[config.mk]
export PLATFORM = sky130hd
export DESIGN_NAME = div_seq_flat
export DESIGN_NICKNAME = d
export VERILOG_FILES = /design/src/rtl/div_seq_pkg.sv /design/src/rtl/div_seq_if.sv /design/src/rtl/div_seq.sv /design/src/flat_wrapper.sv
export SDC_FILE = /design/constraint.sdc
export NUM_CORES = 1
export LEC_CHECK = 0
export BUFFER_PORTS_ARGS = -buffer_cell sky130_fd_sc_hd__buf_2
export CAP_MARGIN = 15
export CELL_PAD_IN_SITES_DETAIL_PLACEMENT = 0
export CELL_PAD_IN_SITES_GLOBAL_PLACEMENT = 2
export CORE_UTILIZATION = 32
export DETAILED_ROUTE_END_ITERATION = 6
export GPL_TIMING_DRIVEN = 0
export PLACE_DENSITY_LB_ADDON = 0.15
export SLEW_MARGIN = 40
export SYNTH_ARGS = -nofsm -noshare
export SYNTH_HDL_FRONTEND = slang
export SYNTH_SLANG_ARGS = --single-unit
[constraint.sdc]
create_clock -name clk -period 12.3 [get_ports clk]
set_input_delay 1.23 -clock clk [delete_from_list [all_inputs] [get_ports clk]]
set_output_delay 1.23 -clock clk [all_outputs]
set_load 0.01 [all_outputs]
[src/rtl/div_seq_pkg.sv]
// Shared types and default sizing for the multi-cycle DIV/DIVU sequencer.
package div_seq_pkg;

  localparam int DIV_DW    = 32;
  localparam int DIV_CNT_W = 6;

  typedef enum logic [1:0] {
    DIV_FREE   = 2'b00,
    DIV_BYZERO = 2'b01,
    DIV_ON     = 2'b10,
    DIV_END    = 2'b11
  } div_state_e;

endpackage

[src/rtl/div_seq_if.sv]
// Execute-stage <-> divide-sequencer handshake: operands/start/annul in, {rem, quo}/ready out.
interface div_seq_if
  import div_seq_pkg::*;
#(
  parameter int DW = DIV_DW
);
  logic            signed_div_i;
  logic [DW-1:0]   opdata1_i;
  logic [DW-1:0]   opdata2_i;
  logic            start_i;
  logic            annul_i;
  logic [2*DW-1:0] result_o;
  logic            ready_o;

  modport master (
    output signed_div_i, opdata1_i, opdata2_i, start_i, annul_i,
    input  result_o, ready_o
  );

  modport slave (
    input  signed_div_i, opdata1_i, opdata2_i, start_i, annul_i,
    output result_o, ready_o
  );
endinterface

[src/rtl/div_seq.sv]
// Restoring shift-subtract divider for DIV/DIVU: one quotient bit per clock,
// result {remainder, quotient} held until the execute stage drops start.
module div_seq
  import div_seq_pkg::*;
#(
  parameter int DW    = DIV_DW,
  parameter int CNT_W = DIV_CNT_W
) (
  input  logic        clk,
  input  logic        rst,
  div_seq_if.slave    bus
);

  div_state_e      state_q, state_d;
  logic [CNT_W-1:0] cnt_q, cnt_d;
  logic [2*DW:0]   work_q, work_d;
  logic [DW-1:0]   divisor_q, divisor_d;
  logic            neg_quo_q, neg_quo_d;
  logic            neg_rem_q, neg_rem_d;
  logic [2*DW-1:0] result_q, result_d;
  logic            ready_q, ready_d;
  logic [DW:0]     tmp;

  function automatic logic [DW-1:0] magnitude(input logic [DW-1:0] v, input logic sgn);
    return (sgn && v[DW-1]) ? -v : v;
  endfunction

  function automatic logic [DW-1:0] cond_neg(input logic [DW-1:0] v, input logic neg);
    return neg ? -v : v;
  endfunction

  // Trial subtraction of the divisor from the upper half of the work register.
  assign tmp = {1'b0, work_q[2*DW-1:DW]} - {1'b0, divisor_q};

  always_comb begin
    state_d   = state_q;
    cnt_d     = cnt_q;
    work_d    = work_q;
    divisor_d = divisor_q;
    neg_quo_d = neg_quo_q;
    neg_rem_d = neg_rem_q;
    result_d  = result_q;
    ready_d   = ready_q;

    unique case (state_q)
      DIV_FREE: begin
        result_d = '0;
        ready_d  = 1'b0;
        if (bus.start_i && !bus.annul_i) begin
          divisor_d = magnitude(bus.opdata2_i, bus.signed_div_i);
          neg_quo_d = bus.signed_div_i && (bus.opdata1_i[DW-1] ^ bus.opdata2_i[DW-1]);
          neg_rem_d = bus.signed_div_i && bus.opdata1_i[DW-1];
          cnt_d     = '0;
          // Dividend enters one bit up so the first trial sees its MSB; the
          // 2*DW+1 register then yields the remainder in [2*DW:DW+1] after DW steps.
          work_d    = {{DW{1'b0}}, magnitude(bus.opdata1_i, bus.signed_div_i), 1'b0};
          state_d   = (bus.opdata2_i == '0) ? DIV_BYZERO : DIV_ON;
        end
      end

      DIV_BYZERO: begin
        result_d = '0;
        if (bus.annul_i) begin
          state_d = DIV_FREE;
          ready_d = 1'b0;
        end else begin
          state_d = DIV_END;
          ready_d = 1'b1;
        end
      end

      DIV_ON: begin
        if (bus.annul_i) begin
          state_d  = DIV_FREE;
          cnt_d    = '0;
          result_d = '0;
          ready_d  = 1'b0;
        end else if (cnt_q != CNT_W'(DW)) begin
          if (tmp[DW]) begin
            work_d = {work_q[2*DW-1:0], 1'b0};
          end else begin
            work_d = {tmp[DW-1:0], work_q[DW-1:0], 1'b1};
          end
          cnt_d = cnt_q + CNT_W'(1);
        end else begin
          state_d  = DIV_END;
          result_d = {cond_neg(work_q[2*DW:DW+1], neg_rem_q),
                      cond_neg(work_q[DW-1:0], neg_quo_q)};
          ready_d  = 1'b1;
        end
      end

      DIV_END: begin
        if (!bus.start_i || bus.annul_i) begin
          state_d  = DIV_FREE;
          result_d = '0;
          ready_d  = 1'b0;
        end
      end

      default: begin
        state_d = DIV_FREE;
      end
    endcase
  end

  always_ff @(posedge clk or posedge rst) begin
    if (rst) begin
      state_q   <= DIV_FREE;
      cnt_q     <= '0;
      work_q    <= '0;
      divisor_q <= '0;
      neg_quo_q <= 1'b0;
      neg_rem_q <= 1'b0;
      result_q  <= '0;
      ready_q   <= 1'b0;
    end else begin
      state_q   <= state_d;
      cnt_q     <= cnt_d;
      work_q    <= work_d;
      divisor_q <= divisor_d;
      neg_quo_q <= neg_quo_d;
      neg_rem_q <= neg_rem_d;
      result_q  <= result_d;
      ready_q   <= ready_d;
    end
  end

  assign bus.result_o = result_q;
  assign bus.ready_o  = ready_q;

endmodule

[src/flat_wrapper.sv]
// flat-port wrapper written by rule: the top's interface ports become plain ports
module div_seq_flat import div_seq_pkg::*;
#(
  parameter int DW    = DIV_DW,
  parameter int CNT_W = DIV_CNT_W
)
  (clk, rst, bus_signed_div_i, bus_opdata1_i, bus_opdata2_i, bus_start_i, bus_annul_i, bus_result_o, bus_ready_o);
  div_seq_if #(.DW(DW)) bus_i ();
  input  logic clk;
  input  logic rst;
  input wire logic [$bits(bus_i.signed_div_i)-1:0] bus_signed_div_i;
  input wire logic [$bits(bus_i.opdata1_i)-1:0] bus_opdata1_i;
  input wire logic [$bits(bus_i.opdata2_i)-1:0] bus_opdata2_i;
  input wire logic [$bits(bus_i.start_i)-1:0] bus_start_i;
  input wire logic [$bits(bus_i.annul_i)-1:0] bus_annul_i;
  output wire logic [$bits(bus_i.result_o)-1:0] bus_result_o;
  output wire logic [$bits(bus_i.ready_o)-1:0] bus_ready_o;
  assign bus_i.signed_div_i = bus_signed_div_i;
  assign bus_i.opdata1_i = bus_opdata1_i;
  assign bus_i.opdata2_i = bus_opdata2_i;
  assign bus_i.start_i = bus_start_i;
  assign bus_i.annul_i = bus_annul_i;
  assign bus_result_o = bus_i.result_o;
  assign bus_ready_o = bus_i.ready_o;
  div_seq #(.DW(DW), .CNT_W(CNT_W)) u_core (.clk(clk), .rst(rst), .bus(bus_i));
endmodule
==> results of run 1 <==
power by group through the flow:
| stage | Combinational, mW | Clock (mW) | Sequential, mW |
|---|---|---|---|
| after global routing | 2.00 | 0.550 | 0.937 |
| after floorplan | 1.35 | 0 | 0.851 |
| after CTS | 1.79 | 0.526 | 0.907 |
| after global placement | 1.78 | 0 | 0.913 |
| after detailed placement | 1.78 | 0 | 0.917 |
| final | 1.77 | 0.509 | 0.908 |
synthesized netlist by cell type (10+ instances only):
master    count  area, µm²
nor2b_1      11       68.8
dfrtp_1     172       4300
o31ai_1      32        240
or3_1        13       81.3
nor2_1       85        319
nand2b_1     12       75.1
buf_1        10       37.5
o21ai_0     196        981
nand2_1     240        901
or4_1        12       90.1
mux2i_1      19        190
a21oi_1      82        410
xor2_1       88        771
inv_1        53        199
nor3_1       12       60.1
xnor2_1      59        517
nand3_1      11       55.1
a21o_1       15        113
nor4_1       11       68.8
o21ai_1      10       50.1
o41ai_1      14        123
clkbuf_1     49        184
ha_1         43        538
routing by layer:
metal / share of wire, % / vias up / GRT usage (%) / wire [µm]
li1: - / 5005 / - / -
met1: 47 / 4611 / 24.9 / 15900
met2: 50 / 123 / 35.1 / 17200
met3: 2.3 / 11 / 2.39 / 771
met4: 0.70 / 0 / 3.75 / 237
met5: 0 / - / 0 / 0
cells by family after synthesis:
kind of cell / Yosys count
AO/OA/AOI/OAI: 402
XOR/XNOR: 147
adder cells (fa/ha/maj): 44
buffers and inverters: 118
flip-flops: 172
multiplexers: 19
AND/OR/NAND/NOR: 444
worst max-delay path: cells and delay by family (launching register included):
family / cells / cell delay (ns)
AOI/OAI and AO/OA: 6 / 1.08
buffers and inverters: 3 / 0.85
and+or+nand+nor: 4 / 0.64
DFF: 1 / 0.38
adders and majority gates: 2 / 0.61
registers in the layout (all words and copies together), names as in the netlist:
| signal | count |
|---|---|
| u_core.bus.ready_o | 1 |
| u_core.bus.result_o | 64 |
| u_core.cnt_q | 6 |
| u_core.divisor_q | 32 |
| u_core.neg_quo_q | 1 |
| u_core.neg_rem_q | 1 |
| u_core.state_q | 2 |
| u_core.work_q | 65 |
area by class of cell:
| type | instances | area share [%] |
|---|---|---|
| Multi-Input combinational cell | 1056 | 49.4 |
| Sequential cell | 172 | 32.9 |
| Timing Repair Buffer | 136 | 5.72 |
| Tap cell | 455 | 4.36 |
| Clock buffer | 23 | 3.50 |
| Buffer | 65 | 1.94 |
| Inverter | 53 | 1.58 |
| Clock inverter | 7 | 0.526 |
final timing paths:
kind	endpoint	slack, ns	depth (start not counted)
hold reg to reg	u_core.bus.result_o[7]	0.47	2
hold / removal	u_core.bus.result_o[7]	0.47	2
setup reg to reg	u_core.work_q[63]	8.60	15
setup / recovery	u_core.work_q[63]	8.60	15
min in group asynchronous	u_core.bus.result_o[25]	0.77	2
max in group asynchronous	u_core.divisor_q[25]	10.68	4
==> flow_metrics.py, run 1 <==
metrics = {
    "yosys": {
        "synth_edf_count": 0,
        "ys_async_sr_fraction_pct": 100,
        "synth_top_family_by_area": "compound AO/OA/AOI/OAI gates",
        "ys_types": 67,
        "synthesis.nets": 1459,
        "netlist_area_mm2": 0.0112,
        "synth-seq-cells": 172,
        "synth_area_per_cell_um2": 8.32,
        "postSynthCellCount": 1346,
        "synth_ff_type": "dfrtp_1",
        "synth_warnings": 0,
        "synth_compound_area_share_pct": 21.3,
        "ys_seq_area_share_pct": 38.4,
        "synthAdderAreaFrac_pct": 4.98,
        "yosys.area_share.simple_pct": 18.0,
        "synth_xor_area_share_pct": 11.5,
        "synth_mux_area_share_pct": 1.70,
    },
    "finish": {
        "final_cell_mix": "240 x nand2_1, 196 x o21ai_0, 172 x dfrtp_1",
        "stdcell_area_mm2": 0.0131,
        "ff_latch_area_mm2": 0.00430,
        "fillCellCount": 3729,
        "layout.nets": 1614,
        "finalNonFillerCells": 1967,
        "area_growth_pct": 16.7,
        "mostFrequentLayoutCell": "nand2_1",
        "fin_util_pct": 37.9,
        "antenna_cells": 0,
        "multiInputGateArea_mm2": 0.00646,
        "drive_above_1_share_pct": 12.8,
    },
    "timing": {
        "finalSetupTns_ns": 0,
        "finalHoldViolCount": 0,
        "finalCritPeriodShare_pct": 30.1,
        "worst_pin_slew_ns": 0.809,
        "setup_viol": 0,
        "finalMaxSlewViolations": 0,
        "fmax_mhz": 270,
        "timing.slew.headroom_pct": 46.1,
        "rsz0062_at_grt": "false",
        "timing.final.crit_period_ns": 3.70,
        "fin_ws_ns": 8.60,
        "hold_ws_ns": 0.471,
        "skew_ns": 0.0101,
    },
    "min_path": {
        "worstHoldStart": "u_core.bus.result_o[7]",
        "hold_class": "reg2reg",
    },
    "detailed_routing": {
        "firstDrtPassIters": 7,
        "drt_iter0_markers": 523,
        "drc": 1,
        "via_count": 9750,
        "ant_nets": 0,
        "vias_per_cell": 4.96,
        "wl_per_cell_um": 17.3,
        "wl_mm": 34.1,
    },
    "pwr": {
        "swShare_pct": 46.7,
        "vdd_drop_max_uv": 110,
        "switching_power_mw": 1.49,
        "internal_power_mw": 1.70,
        "seqPwrFrac_pct": 28.5,
        "clkPwrFrac_pct": 16.0,
        "power_leakage_nw": 5.95,
        "power_mw": 3.19,
        "power.density_mw_per_mm2": 244,
        "comb_power_share_pct": 55.5,
    },
    "worst_setup_path": {
        "max_stage_delay_ns": 0.48,
        "path_cells": "inv_1, ha_1, fa_1, nor2b_1, o211ai_1, a21oi_1, o211ai_1, nor4_1, nor3_1, o21ai_1, buf_2, clkbuf_1, nor2_1, a21oi_1, o21ai_0",
        "criticalPathCategory": "reg2reg",
        "critPathSlowestCell": "clkbuf_1",
        "reg2reg_from": "u_core.work_q[32]",
        "arrival_ns": 4.00,
        "path_max_fanout": 10,
        "worstPathRequired_ns": 12.59,
        "crit_path_end_kind": "flop",
        "crit_start": "u_core.work_q[32]",
        "start_kind": "flop",
    },
    "die": {
        "die_h_um": 189,
        "dieArea_mm2": 0.0357,
        "start_util_pct": 32.5,
        "rows": 68,
        "dieWidth_um": 189,
        "ioPinCount": 134,
        "core-area_mm2": 0.0345,
    },
    "run_status": {
        "status": "complete, but fails checks",
        "violations": "design-rule violations",
    },
    "global_routing": {
        "grt_pass1_vias": 9669,
        "grt_overflow_total": 0,
        "grt_max_degree": 53,
        "track_usage_pct": 19.5,
        "antenna_found_initial": 0,
        "grt_pass1_wl_mm": 54.0,
    },
    "placement": {
        "pre_cts_slack_ns": 8.42,
        "place.gp.congestion": 0.783,
        "hpwlAfterDp_mm": 27.0,
        "place_area_mm2": 0.0125,
        "placed_cells": 1937,
        "port_buffers": 133,
    },
    "clock_tree": {
        "numCtsBuffers": 17,
        "clk_pin_slew_ns": 0.07,
        "insertion_delay_ns": 0.42,
        "cts_tree": "done",
        "post_cts_buffers": 0,
        "cts.path.max_buffers": 2,
        "cts_sinks": 172,
        "hold_buffers": 0,
        "cts_resized": 0,
        "clockRootBuffer": "clkbuf_16",
        "ctsHtreeMaxLevel": 4,
    },
    "flow_run": {
        "max_cap_violations": 0,
    },
}
Power figures use the tool's default switching activity.
==> run 2: changes to the inputs <==
==> constraint.sdc (replaced) <==
create_clock -name clk -period 3.01 [get_ports clk]
set_input_delay 0.301 -clock clk [delete_from_list [all_inputs] [get_ports clk]]
set_output_delay 0.301 -clock clk [all_outputs]
set_load 0.01 [all_outputs]
==> run 2 against run 1 <==
  * The flow now finishes without violations
  * Setup slack worse by 8.5 ns
  * Non-clock buffer count is 40 higher
  * Cell area is 6.7% higher
  * Register-to-register slack worse by 8.5 ns
  * Die area stayed put
  * Power grew to 4.6 times the previous value
  * Clock skew is 0.0014 ns higher
  * Sequential power grew to 4.1 times the previous value
  * Cell count is 2.1% higher
  * Count of clock-buffer cells in the layout is 2 lower
  * Clock power grew to 4.2 times the previous value
  * Global-route usage is 0.59 points higher
==> flow_metrics.py, run 2 (synthesis gave the netlist of run 1 again) <==
metrics = {
    "run_status": {
        "status": "finished clean",
    },
    "pwr": {
        "internal_power_mw": 7.98,
        "power_leakage_nw": 6.25,
        "swShare_pct": 45.9,
        "seqPwrFrac_pct": 25.4,
        "power.density_mw_per_mm2": 1060,
        "comb_power_share_pct": 59.9,
        "switching_power_mw": 6.77,
        "vdd_drop_max_uv": 492,
        "clkPwrFrac_pct": 14.7,
    },
    "finish": {
        "final_cell_mix": "236 x nand2_1, 180 x o21ai_0, 160 x dfrtp_1",
        "ff_latch_area_mm2": 0.00432,
        "fin_util_pct": 40.5,
        "top_register": "u_core.work_q",
        "drive_above_1_share_pct": 20.0,
        "mostFrequentLayoutCell": "nand2_1",
        "largest_register_ffs": 65,
        "area_growth_pct": 24.5,
        "antenna_cells": 0,
        "stdcell_area_mm2": 0.0139,
        "fillCellCount": 3619,
        "layout.nets": 1654,
        "multiInputGateArea_mm2": 0.00683,
    },
    "timing": {
        "skew_ns": 0.0115,
        "finalSetupTns_ns": 0,
        "timing.final.crit_period_ns": 2.96,
        "fmax_mhz": 338,
        "finalMaxSlewViolations": 0,
        "finalHoldViolCount": 0,
        "worst_pin_slew_ns": 0.733,
        "setup_viol": 0,
        "finalCritPeriodShare_pct": 98.2,
        "rsz0062_at_grt": "true",
        "fin_ws_ns": 0.0542,
        "timing.slew.headroom_pct": 51.1,
    },
    "worst_setup_path": {
        "crit_path_end_kind": "flop",
        "setup.worst_path.end": "u_core.work_q[59]",
        "path_max_fanout": 3,
        "worstPathRequired_ns": 3.30,
        "reg2reg_from": "u_core.divisor_q[1]",
        "criticalPathCategory": "reg2reg",
        "arrival_ns": 3.25,
        "reg2reg_slack_ns": 0.05,
        "crit_start": "u_core.divisor_q[1]",
        "r2r_end": "u_core.work_q[59]",
        "start_kind": "flop",
        "r2r_cells": 12,
    },
    "die": {
        "ioPinCount": 134,
        "rows": 68,
        "dieWidth_um": 189,
        "die_h_um": 189,
        "start_util_pct": 32.5,
        "dieArea_mm2": 0.0357,
        "core-area_mm2": 0.0345,
    },
    "global_routing": {
        "grt_pass1_wl_mm": 56.0,
        "track_usage_pct": 20.1,
        "grt_pass1_vias": 9970,
        "grt_overflow_total": 0,
        "antenna_found_initial": 0,
        "grt_max_degree": 26,
    },
    "detailed_routing": {
        "firstDrtPassIters": 5,
        "ant_nets": 0,
        "drc": 0,
        "vias_per_cell": 4.99,
        "via_count": 10000,
        "wl_per_cell_um": 17.5,
        "drt_iter0_markers": 484,
        "wl_mm": 35.2,
    },
    "placement": {
        "port_buffers": 133,
        "hpwlAfterDp_mm": 27.2,
        "pre_cts_slack_ns": -0.700,
        "place_area_mm2": 0.0126,
        "place.gp.congestion": 0.803,
    },
    "clock_tree": {
        "numCtsBuffers": 17,
        "cts_sinks": 172,
        "clk_pin_slew_ns": 0.07,
        "ctsHtreeMaxLevel": 4,
        "cts_tree": "done",
        "clockRootBuffer": "clkbuf_16",
        "cts.path.max_buffers": 2,
        "insertion_delay_ns": 0.43,
    },
    "min_path": {
        "hold_class": "in2reg",
    },
    "flow_run": {
        "max_cap_violations": 0,
    },
}
-- run 2: repair_timing --
item,4_1_cts,5_1_grt
gates cloned,1,2
resized for setup,68,52
hold buffers,1,0
setup endpoints to repair,69,73
pin swaps,20,23
hold endpoints to repair,12,0
buffers inserted,18,14
-- run 2: worst max-delay path, stage by stage, from the launching register on --
cell and delay (ns):
dfrtp_1 0.42, buf_4 0.16, fa_2 0.40, nor2b_2 0.15, o211ai_1 0.16, a21o_1 0.24
o211a_1 0.28, o31ai_4 0.21, a41oi_2 0.18, o21ai_2 0.22, a21oi_2 0.08, xor2_1 0.17
o221ai_1 0.14
-- run 2: cell type report --
| cell class | instances | share of cell area (%) |
|---|---|---|
| multi-input cells | 1056 | 49.0 |
| flip-flops and latches | 172 | 31.0 |
| repair buffers | 177 | 8.32 |
| well taps | 455 | 4.08 |
| clock buffers | 21 | 3.30 |
| plain buffers | 64 | 2.22 |
| inverters | 53 | 1.45 |
| clock inverters | 10 | 0.664 |
-- run 2: per-stage QoR --
step	hold WS [ns]	instances	total power, mW
CTS	0.155	1993	14.2
floorplan	0.437	1346	9.01
global route	0.177	2008	16.0
global placement	0.456	1934	11.0
detailed placement	0.308	1942	11.0
finish	0.173	2008	14.7
-- run 2: metal layers --
| metal | vias to the layer above | track usage [%] | part of all wire (%) |
|---|---|---|---|
| met1 | 4741 | 26.1 | 45 |
| met5 | - | 0 | 0 |
| met2 | 188 | 35.8 | 51 |
| met4 | 0 | 3.97 | 0.78 |
| met3 | 18 | 2.24 | 2.9 |
| li1 | 5077 | - | - |
-- run 2: how the worst min path moves through the flow --
stage	to	start	cells past startpoint	slack, ns
floorplan	u_core.divisor_q[31]	bus_opdata2_i[31]	2	0.44
global placement	u_core.bus.result_o[14]	u_core.bus.result_o[14]	2	0.46
detailed placement	u_core.bus.result_o[26]	rst	2	0.31
CTS	u_core.divisor_q[19]	bus_opdata2_i[19]	3	0.15
global route	u_core.divisor_q[23]	bus_opdata2_i[23]	3	0.18
finish	u_core.divisor_q[15]	bus_opdata2_i[15]	3	0.17
-- run 2: power by group through the flow --
stage	registers, mW	logic [mW]	clock network, mW
finish	3.75	8.83	2.16
global route	3.88	9.84	2.33
CTS	3.72	8.30	2.23
detailed placement	3.75	7.30	0
global placement	3.74	7.27	0
floorplan	3.48	5.53	0
==> run 3: changes to the inputs <==
--- a/config.mk
+++ b/config.mk
@@ -9,6 +9,7 @@
 export CAP_MARGIN = 15
 export CELL_PAD_IN_SITES_DETAIL_PLACEMENT = 0
 export CELL_PAD_IN_SITES_GLOBAL_PLACEMENT = 2
+export CORE_ASPECT_RATIO = 1.5
 export CORE_UTILIZATION = 32
 export DETAILED_ROUTE_END_ITERATION = 6
 export GPL_TIMING_DRIVEN = 0
==> run 3 against run 2 <==
  * The run now ends with negative setup slack left
  * First-iteration DRC count down 29%
  * Routed wire length up 2.4%
  * Flip-flop and latch count unchanged
  * Register-to-register slack worse by 0.10 ns
  * Highest routed layer unchanged
  * Fmax down 3.3%
  * Global-route usage up 0.55 points
  * Clock skew down 0.0017 ns
  * Combinational power up 2%
  * Cell count up 0.90%
  * Via count up 0.43%
  * Clock power up 12%
==> flow_metrics.py, run 3 (synthesis gave the netlist of run 1 again) <==
metrics = {
    "run_status": {
        "status": "complete, but fails checks",
        "violations": "negative setup slack",
    },
    "worst_setup_path": {
        "crit_family": "compound AO/OA/AOI/OAI gates",
        "max_stage_delay_ns": 0.39,
        "path_max_fanout": 3,
        "arrival_ns": 3.39,
        "criticalPathCategory": "reg2reg",
        "start_kind": "flop",
        "worstPathRequired_ns": 3.34,
        "critPathSlowestCell": "fa_2",
        "path_cells": "inv_2, ha_4, fa_2, nor2b_2, o211ai_1, a21o_1, o211a_1, o31ai_2, a41oi_2, o21ai_2, a21oi_2, xor2_1, o221ai_2",
        "critPathBufInv": 1,
        "crit_path_end_kind": "flop",
    },
    "finish": {
        "final_cell_mix": "234 x nand2_1, 172 x o21ai_0, 167 x dfrtp_1",
        "drive_above_1_share_pct": 19.8,
        "top_register": "u_core.work_q",
        "area_growth_pct": 25.7,
        "finalNonFillerCells": 2026,
        "mostFrequentLayoutCell": "nand2_1",
        "fillCellCount": 3563,
        "largest_register_ffs": 65,
        "antenna_cells": 0,
        "layout.nets": 1660,
    },
    "min_path": {
        "hold_class": "in2reg",
    },
    "pwr": {
        "vdd_drop_max_uv": 366,
        "power_leakage_nw": 6.35,
        "power.density_mw_per_mm2": 1070,
        "power_mw": 15.1,
    },
    "die": {
        "dieWidth_um": 155,
        "core-area_mm2": 0.0344,
        "start_util_pct": 32.6,
        "die_h_um": 231,
        "dieArea_mm2": 0.0358,
        "ioPinCount": 134,
        "rows": 83,
    },
    "clock_tree": {
        "ctsHtreeMaxLevel": 4,
        "cts.path.max_buffers": 2,
        "numCtsBuffers": 17,
        "clockRootBuffer": "clkbuf_16",
        "cts_sinks": 172,
        "cts_tree": "done",
        "insertion_delay_ns": 0.46,
        "clk_pin_slew_ns": 0.07,
    },
    "timing": {
        "timing.slew.headroom_pct": 49.4,
        "finalCritPeriodShare_pct": 102,
        "finalHoldViolCount": 0,
        "fmax_mhz": 327,
        "timing.final.crit_period_ns": 3.06,
        "fin_ws_ns": -0.0454,
        "setup_viol": 7,
        "rsz0062_at_grt": "true",
        "finalMaxSlewViolations": 0,
        "worst_pin_slew_ns": 0.759,
        "finalSetupTns_ns": -0.0801,
        "skew_ns": 0.00976,
    },
    "placement": {
        "place.gp.congestion": 0.845,
        "port_buffers": 133,
        "hpwlAfterDp_mm": 28.4,
        "pre_cts_slack_ns": -0.852,
        "placed_cells": 1954,
    },
    "flow_run": {
        "max_cap_violations": 0,
    },
    "detailed_routing": {
        "ant_nets": 0,
        "via_count": 10100,
        "wl_per_cell_um": 17.8,
        "wl_mm": 36.1,
        "drt_iter0_markers": 343,
        "firstDrtPassIters": 5,
        "drc": 0,
        "vias_per_cell": 4.97,
    },
    "global_routing": {
        "grt_max_degree": 27,
        "grt_pass1_wl_mm": 56.2,
        "track_usage_pct": 20.6,
        "antenna_found_initial": 0,
        "grt_pass1_vias": 10000,
        "grt_overflow_total": 0,
    },
}
run 3: routing by layer:
metal  part of all wire, %  routed length [µm]  up-vias  GRT usage, %
met5                     0                   0        -             0
met4                   1.8                 634        0          6.59
met3                   1.8                 665       35          2.28
met2                    57               20500      154          41.3
met1                    40               14300     4772          22.0
li1                      -                   -     5106             -
run 3: repair_timing:
action                     in CTS  in global routing
hold buffers                    1                  0
buffers inserted               29                 11
hold endpoints to repair       10                  0
cloned                          1                  0
pin swaps                      23                 19
gates resized for setup        69                 62
setup endpoints to repair      70                 57
run 3: worst paths after layout:
check / from / end / slack [ns] / depth (start not counted)
setup reg to reg: u_core.work_q[32] / u_core.work_q[59] / -0.05 / 13
min in group asynchronous: rst / u_core.bus.result_o[27] / 0.39 / 3
hold / removal: bus_opdata2_i[19] / u_core.divisor_q[19] / 0.15 / 3
hold reg to reg: u_core.bus.result_o[13] / u_core.bus.result_o[13] / 0.47 / 2
setup / recovery: u_core.work_q[32] / u_core.work_q[59] / -0.05 / 13
max in group asynchronous: rst / u_core.work_q[59] / 1.59 / 7
run 3: power by group:
part / switching (mW) / internal, mW
Combinational: 5.09 / 3.89
Sequential: 0.788 / 2.92
Clock: 1.02 / 1.42
Total: 6.90 / 8.23
run 3: worst min-delay path, delay by kind of cell:
kind,cells,cell delay (ns)
buf+inv,1,0.10
compound gates,1,0.06
xor+xnor,1,0.11
run 3: cell type report:
cell class              instances  area, µm²  share of cell area (%)
multi-input cells            1056       6820                    48.5
flip-flops and latches        172       4310                    30.6
repair buffers                182       1200                    8.54
well taps                     467        584                    4.15
clock buffers                  19        443                    3.15
plain buffers                  65        328                    2.33
inverters                      53        203                    1.44
clock inverters                12        186                    1.32
run 3: metrics by stage:
step	hold slack [ns]	util [%]	instance area [µm²]
2_1_floorplan	0.437	-	11200
3_3_place_gp	0.457	36.2	12500
3_5_place_dp	0.328	36.8	12700
4_1_cts	0.147	40.3	13800
5_1_grt	0.175	41.0	14100
6_report	0.153	41.0	14100
